## config.mk

```make
export PLATFORM = sky130hd
export DESIGN_NAME = hilo_unit
export DESIGN_NICKNAME = d
export VERILOG_FILES = /design/src/rtl/hilo_pkg.sv /design/src/rtl/hilo_mul.sv /design/src/rtl/hilo_unit.sv
export SDC_FILE = /design/constraint.sdc
export NUM_CORES = 2
export LEC_CHECK = 0
export CAP_MARGIN = 20
export CORE_MARGIN = 4
export CORE_UTILIZATION = 37
export CTS_CLUSTER_DIAMETER = 30
export DETAILED_ROUTE_END_ITERATION = 8
export GPL_ROUTABILITY_DRIVEN = 0
export SLEW_MARGIN = 10
export SYNTH_ARGS = -nofsm -noshare
export SYNTH_HDL_FRONTEND = slang
export SYNTH_SLANG_ARGS = --single-unit
```

## constraint.sdc

```tcl
create_clock -name clk -period 11.6 [get_ports clk]
set_input_delay 2.9 -clock clk [delete_from_list [all_inputs] [get_ports clk]]
set_output_delay 2.9 -clock clk [all_outputs]
set_load 0.005 [all_outputs]
```

## src/rtl/hilo_pkg.sv

```systemverilog
// Shared definitions for the HI/LO special-register unit: op codes, FSM states
// and small decode helpers used by the unit and its multiplier.
package hilo_pkg;

  typedef enum logic [2:0] {
    HILO_NOP    = 3'd0,
    HILO_WRHI   = 3'd1,
    HILO_WRLO   = 3'd2,
    HILO_WRBOTH = 3'd3,
    HILO_MADD   = 3'd4,
    HILO_MADDU  = 3'd5,
    HILO_MSUB   = 3'd6,
    HILO_MSUBU  = 3'd7
  } op_t;

  typedef enum logic {
    IDLE = 1'b0,
    MUL  = 1'b1
  } state_t;

  // All multiply-accumulate codes live in the upper half of the op space.
  function automatic logic is_mac(input op_t op);
    return (op == HILO_MADD) || (op == HILO_MADDU) ||
           (op == HILO_MSUB) || (op == HILO_MSUBU);
  endfunction

  function automatic logic is_sub(input op_t op);
    return (op == HILO_MSUB) || (op == HILO_MSUBU);
  endfunction

  function automatic logic is_signed_mac(input op_t op);
    return (op == HILO_MADD) || (op == HILO_MSUB);
  endfunction

endpackage

```

## src/rtl/hilo_mul.sv

```systemverilog
// Signed/unsigned WIDTH x WIDTH multiplier with a registered 2*WIDTH product,
// loaded only when enabled so the product stays stable for the accumulate cycle.
module hilo_mul #(
  parameter int WIDTH = 32
) (
  input  logic                 clk,
  input  logic                 rst,
  input  logic                 en,
  input  logic                 sign,
  input  logic [WIDTH-1:0]     a,
  input  logic [WIDTH-1:0]     b,
  output logic [2*WIDTH-1:0]   product
);

  logic [2*WIDTH-1:0] ext_a;
  logic [2*WIDTH-1:0] ext_b;
  logic [2*WIDTH-1:0] full;

  // Extending to 2*WIDTH and keeping the low 2*WIDTH bits gives the exact
  // signed or unsigned product, since it never exceeds that width.
  always_comb begin
    ext_a = {{WIDTH{a[WIDTH-1] & sign}}, a};
    ext_b = {{WIDTH{b[WIDTH-1] & sign}}, b};
    full  = ext_a * ext_b;
  end

  always_ff @(posedge clk) begin
    if (rst) begin
      product <= '0;
    end else if (en) begin
      product <= full;
    end
  end

endmodule

```

## src/rtl/hilo_unit.sv

```systemverilog
// Architectural HI/LO registers with direct writes and a two-cycle
// multiply-accumulate path (product register, then accumulate and commit).
module hilo_unit
  import hilo_pkg::*;
#(
  parameter int WIDTH = 32
) (
  input  logic             clk,
  input  logic             rst,
  input  logic             op_valid,
  input  logic [2:0]       op,
  input  logic [WIDTH-1:0] hi_i,
  input  logic [WIDTH-1:0] lo_i,
  input  logic [WIDTH-1:0] src_a,
  input  logic [WIDTH-1:0] src_b,
  input  logic             flush,
  output logic             ready,
  output logic [WIDTH-1:0] hi_o,
  output logic [WIDTH-1:0] lo_o,
  output logic             mac_done
);

  state_t             state, state_n;
  op_t                op_c;
  logic               accept;
  logic               mul_en;
  logic               sub_q, sub_n;
  logic [WIDTH-1:0]   hi_n, lo_n;
  logic               done_n;
  logic [2*WIDTH-1:0] product;
  logic [2*WIDTH-1:0] acc;
  logic [2*WIDTH-1:0] acc_n;

  hilo_mul #(.WIDTH(WIDTH)) u_mul (
    .clk     (clk),
    .rst     (rst),
    .en      (mul_en),
    .sign    (is_signed_mac(op_c)),
    .a       (src_a),
    .b       (src_b),
    .product (product)
  );

  assign op_c   = op_t'(op);
  assign ready  = (state == IDLE);
  assign accept = op_valid & ready & ~flush;
  assign acc    = {hi_o, lo_o};

  // No write can be accepted while in MUL, so the accumulate can read the
  // registered HI/LO directly without any bypass.
  always_comb begin
    state_n = state;
    hi_n    = hi_o;
    lo_n    = lo_o;
    done_n  = 1'b0;
    mul_en  = 1'b0;
    sub_n   = sub_q;
    acc_n   = sub_q ? (acc - product) : (acc + product);
    case (state)
      IDLE: begin
        if (accept) begin
          case (op_c)
            HILO_WRHI:   hi_n = hi_i;
            HILO_WRLO:   lo_n = lo_i;
            HILO_WRBOTH: begin
              hi_n = hi_i;
              lo_n = lo_i;
            end
            default: begin
              if (is_mac(op_c)) begin
                mul_en  = 1'b1;
                sub_n   = is_sub(op_c);
                state_n = MUL;
              end
            end
          endcase
        end
      end
      MUL: begin
        state_n = IDLE;
        if (!flush) begin
          hi_n   = acc_n[2*WIDTH-1:WIDTH];
          lo_n   = acc_n[WIDTH-1:0];
          done_n = 1'b1;
        end
      end
      default: state_n = IDLE;
    endcase
  end

  always_ff @(posedge clk) begin
    if (rst) begin
      state    <= IDLE;
      hi_o     <= '0;
      lo_o     <= '0;
      mac_done <= 1'b0;
      sub_q    <= 1'b0;
    end else begin
      state    <= state_n;
      hi_o     <= hi_n;
      lo_o     <= lo_n;
      mac_done <= done_n;
      sub_q    <= sub_n;
    end
  end

endmodule

```

==> impl_metrics.tcl <==
set metrics [dict create \
    status "finished, final reports clean" \
    port_buffers 200 \
    synth_edf_count 0 \
    fillers 12665 \
    ctsHoldBuffers 0 \
    hold_violations 0 \
    synth.top_cell.area_share 0.4740 \
    hold_class "flip-flop to flip-flop" \
    skew_ns 0.01294 \
    die-height_um 366.5 \
    worstPathArrival_ns 11.30 \
    area_growth_pct 11.03 \
    synth.area.top_cells "fa_1 (47%), inv_1 (9.1%), nand2_1 (7.4%)" \
    layout-drive-gt1-share 0.04537 \
    final_common_cell "inv_1" \
    rsz0062_at_grt "false" \
    synth.ff_latch_count 131 \
    ys_async_sr_fraction 0 \
    ioPinCount 201 \
    synth_nets 7033 \
    synth_area_um2 47560 \
    fmax_ghz 0.09118 \
    syn_inst 5496 \
    grt_max_degree 75 \
    avgViaCountPerCell 5.093 \
    synth_cell_type_count 74 \
    ys.flop_type "dfxtp_1" \
    critPathSlowestCell "clkdlybuf4s50_1" \
    synth_seq_area_share 0.05514 \
    cp_common_cell "fa_1" \
    cts_resized 0 \
    cts_root_buffer "clkbuf_16" \
    gr-total-overflow 0 \
    fin_ws_ns 0.6330 \
    worstPathRequired_ns 11.94 \
    relSlewSlack 0.2849 \
    die-area_um2 134300 \
    mostFrequentLayoutCells "inv_1 (1153), fa_1 (1126), nand2_1 (932), and2_1 (320), ha_1 (276)" \
    hpwl_um 118100 \
    maxCapViolations 0 \
    wl_per_cell_um 19.04 \
    drtPass1Iterations 6 \
    worstSetupPathType "input pin to flip-flop" \
    syn_area_per_cell_um2 8.653 \
    drc 0 \
    nets 7145 \
    yosysWarnings 0 \
    final_core_util 0.4135 \
    gr-usage-all-layers 0.2076 \
    start_kind "input pin" \
    reg2reg_setup_slack_ns 5.50 \
    min_period_over_period 0.9454 \
    core_area_um2 127700 \
    first_iter_violations 2853 \
    cts_buffers 17 \
    grt_pass1_vias 38741 \
    period_needed_ns 10.97 \
    slowest_delay_ns 0.93 \
    cp-end-kind "flip-flop" \
    cts.htree.levels 4 \
    cts_tree "yes" \
    cts_setup_buffers 0 \
    insertion_delay_ns 0.44 \
    cts_sinks 131 \
    antenna_found_initial 4 \
    vias 37104 \
    dp_slack_ns 0.2300 \
    clk_pin_slew_ns 0.06 \
    drv_slew 0 \
    grt_pass1_wl_um 222700 \
    routed_wl_um 138700 \
    yosysTopAreaCell "fa_1" \
    cts_buffer_depth 2 \
    start_util 0.3725 \
    worst_pin_slew_ns 1.070 \
    setup_violations 0 \
    antenna_left 0 \
    die_x_um 366.5 \
    fp-row-count 131 \
    setup_tns_ns 0 \
    crit_path_max_fanout 14 \
]
[final cells by class]
class	instances	area, um2	share of cell area
antenna	2	5.005	0.00009478
clock buffer	20	466.7	0.008838
clock inverter	12	201.4	0.003815
inverter	1154	4332	0.08203
multi-input combinational	3919	39520	0.7484
sequential	131	2625	0.04971
tap	1662	2079	0.03938
timing repair buffer	385	3576	0.06772
[cells by family (layout without fill, tap and decap cells)]
kind of cell / after synthesis / in the layout / share of synthesized area
simple gates: 1665 / 1665 / 0.1607
buf+inv: 1446 / 1571 / 0.1142
fa+ha+maj: 1402 / 1402 / 0.5466
compound gates: 637 / 637 / 0.08258
xor+xnor: 185 / 185 / 0.03446
flops: 131 / 131 / 0.05514
mux: 30 / 30 / 0.006314
other cells: 0 / 2 / 0
[metrics by stage]
step                instance area [um2]  instances  hold WS [ns]
CTS                               52800       7283        0.4850
global route                      52800       7284        0.5047
finish                            52800       7285        0.4809
floorplan                         47560       5496        0.4523
global placement                  52130       7251        0.4692
detailed placement                52130       7251        0.4762
[flip-flops by register name, summed over array words and instances (netlist names)]
register / count
hi_o: 32
lo_o: 32
sub_q: 1
state: 1
mac_done: 1
u_mul.product: 64
[layer usage]
metal,GRT usage,vias up,wire length [um],share of wire
met5,0,-,27,0.00019
met2,0.3102,1360,58920,0.42
met4,0.03029,4,1882,0.014
met1,0.3108,18912,65240,0.47
met3,0.05025,91,12660,0.091
li1,-,16737,-,-
[worst max-delay path: cells and delay by family]
kind	cells	cell delay, ns
adders and majority gates	9	4.22
buffers and inverters	9	1.92
AOI/OAI and AO/OA	8	1.88
and+or+nand+nor	2	0.32
xor gates and xnor gates	1	0.05
[synth_stat cells (6+ instances only)]
master    number
o21bai_1      27
buf_1          7
a221oi_1      14
nand4_1       24
and3_1        33
xor2_1        41
o21ai_0      107
a41oi_1        6
nor2_1       186
inv_1       1153
nor2b_1       16
fa_1        1126
xnor2_1      143
nor4_1        13
mux2i_1       30
a211oi_1      45
o21a_1        20
nand3_1       32
dfxtp_1      131
ha_1         276
and2_1       320
a21oi_1      263
nand2b_1      16
clkbuf_1     284
nand2_1      932
a31oi_1       22
o211ai_1      18
or4_1          6
or2_2         15
o31ai_1        9
nor3_1        37
a21o_1        58
or3_1         11
o22ai_1        6
[path summary, 6_finish.rpt]
check / from / to / cells past startpoint
setup reg to reg: u_mul.product[2] / hi_o[30] / 20
setup / recovery: src_b[13] / u_mul.product[61] / 29
hold reg to reg: u_mul.product[31] / u_mul.product[31] / 2
hold / removal: u_mul.product[31] / u_mul.product[31] / 2
Power is not shown: default switching activity piles up to over one toggle a cycle in this logic, so the estimate is an artifact.
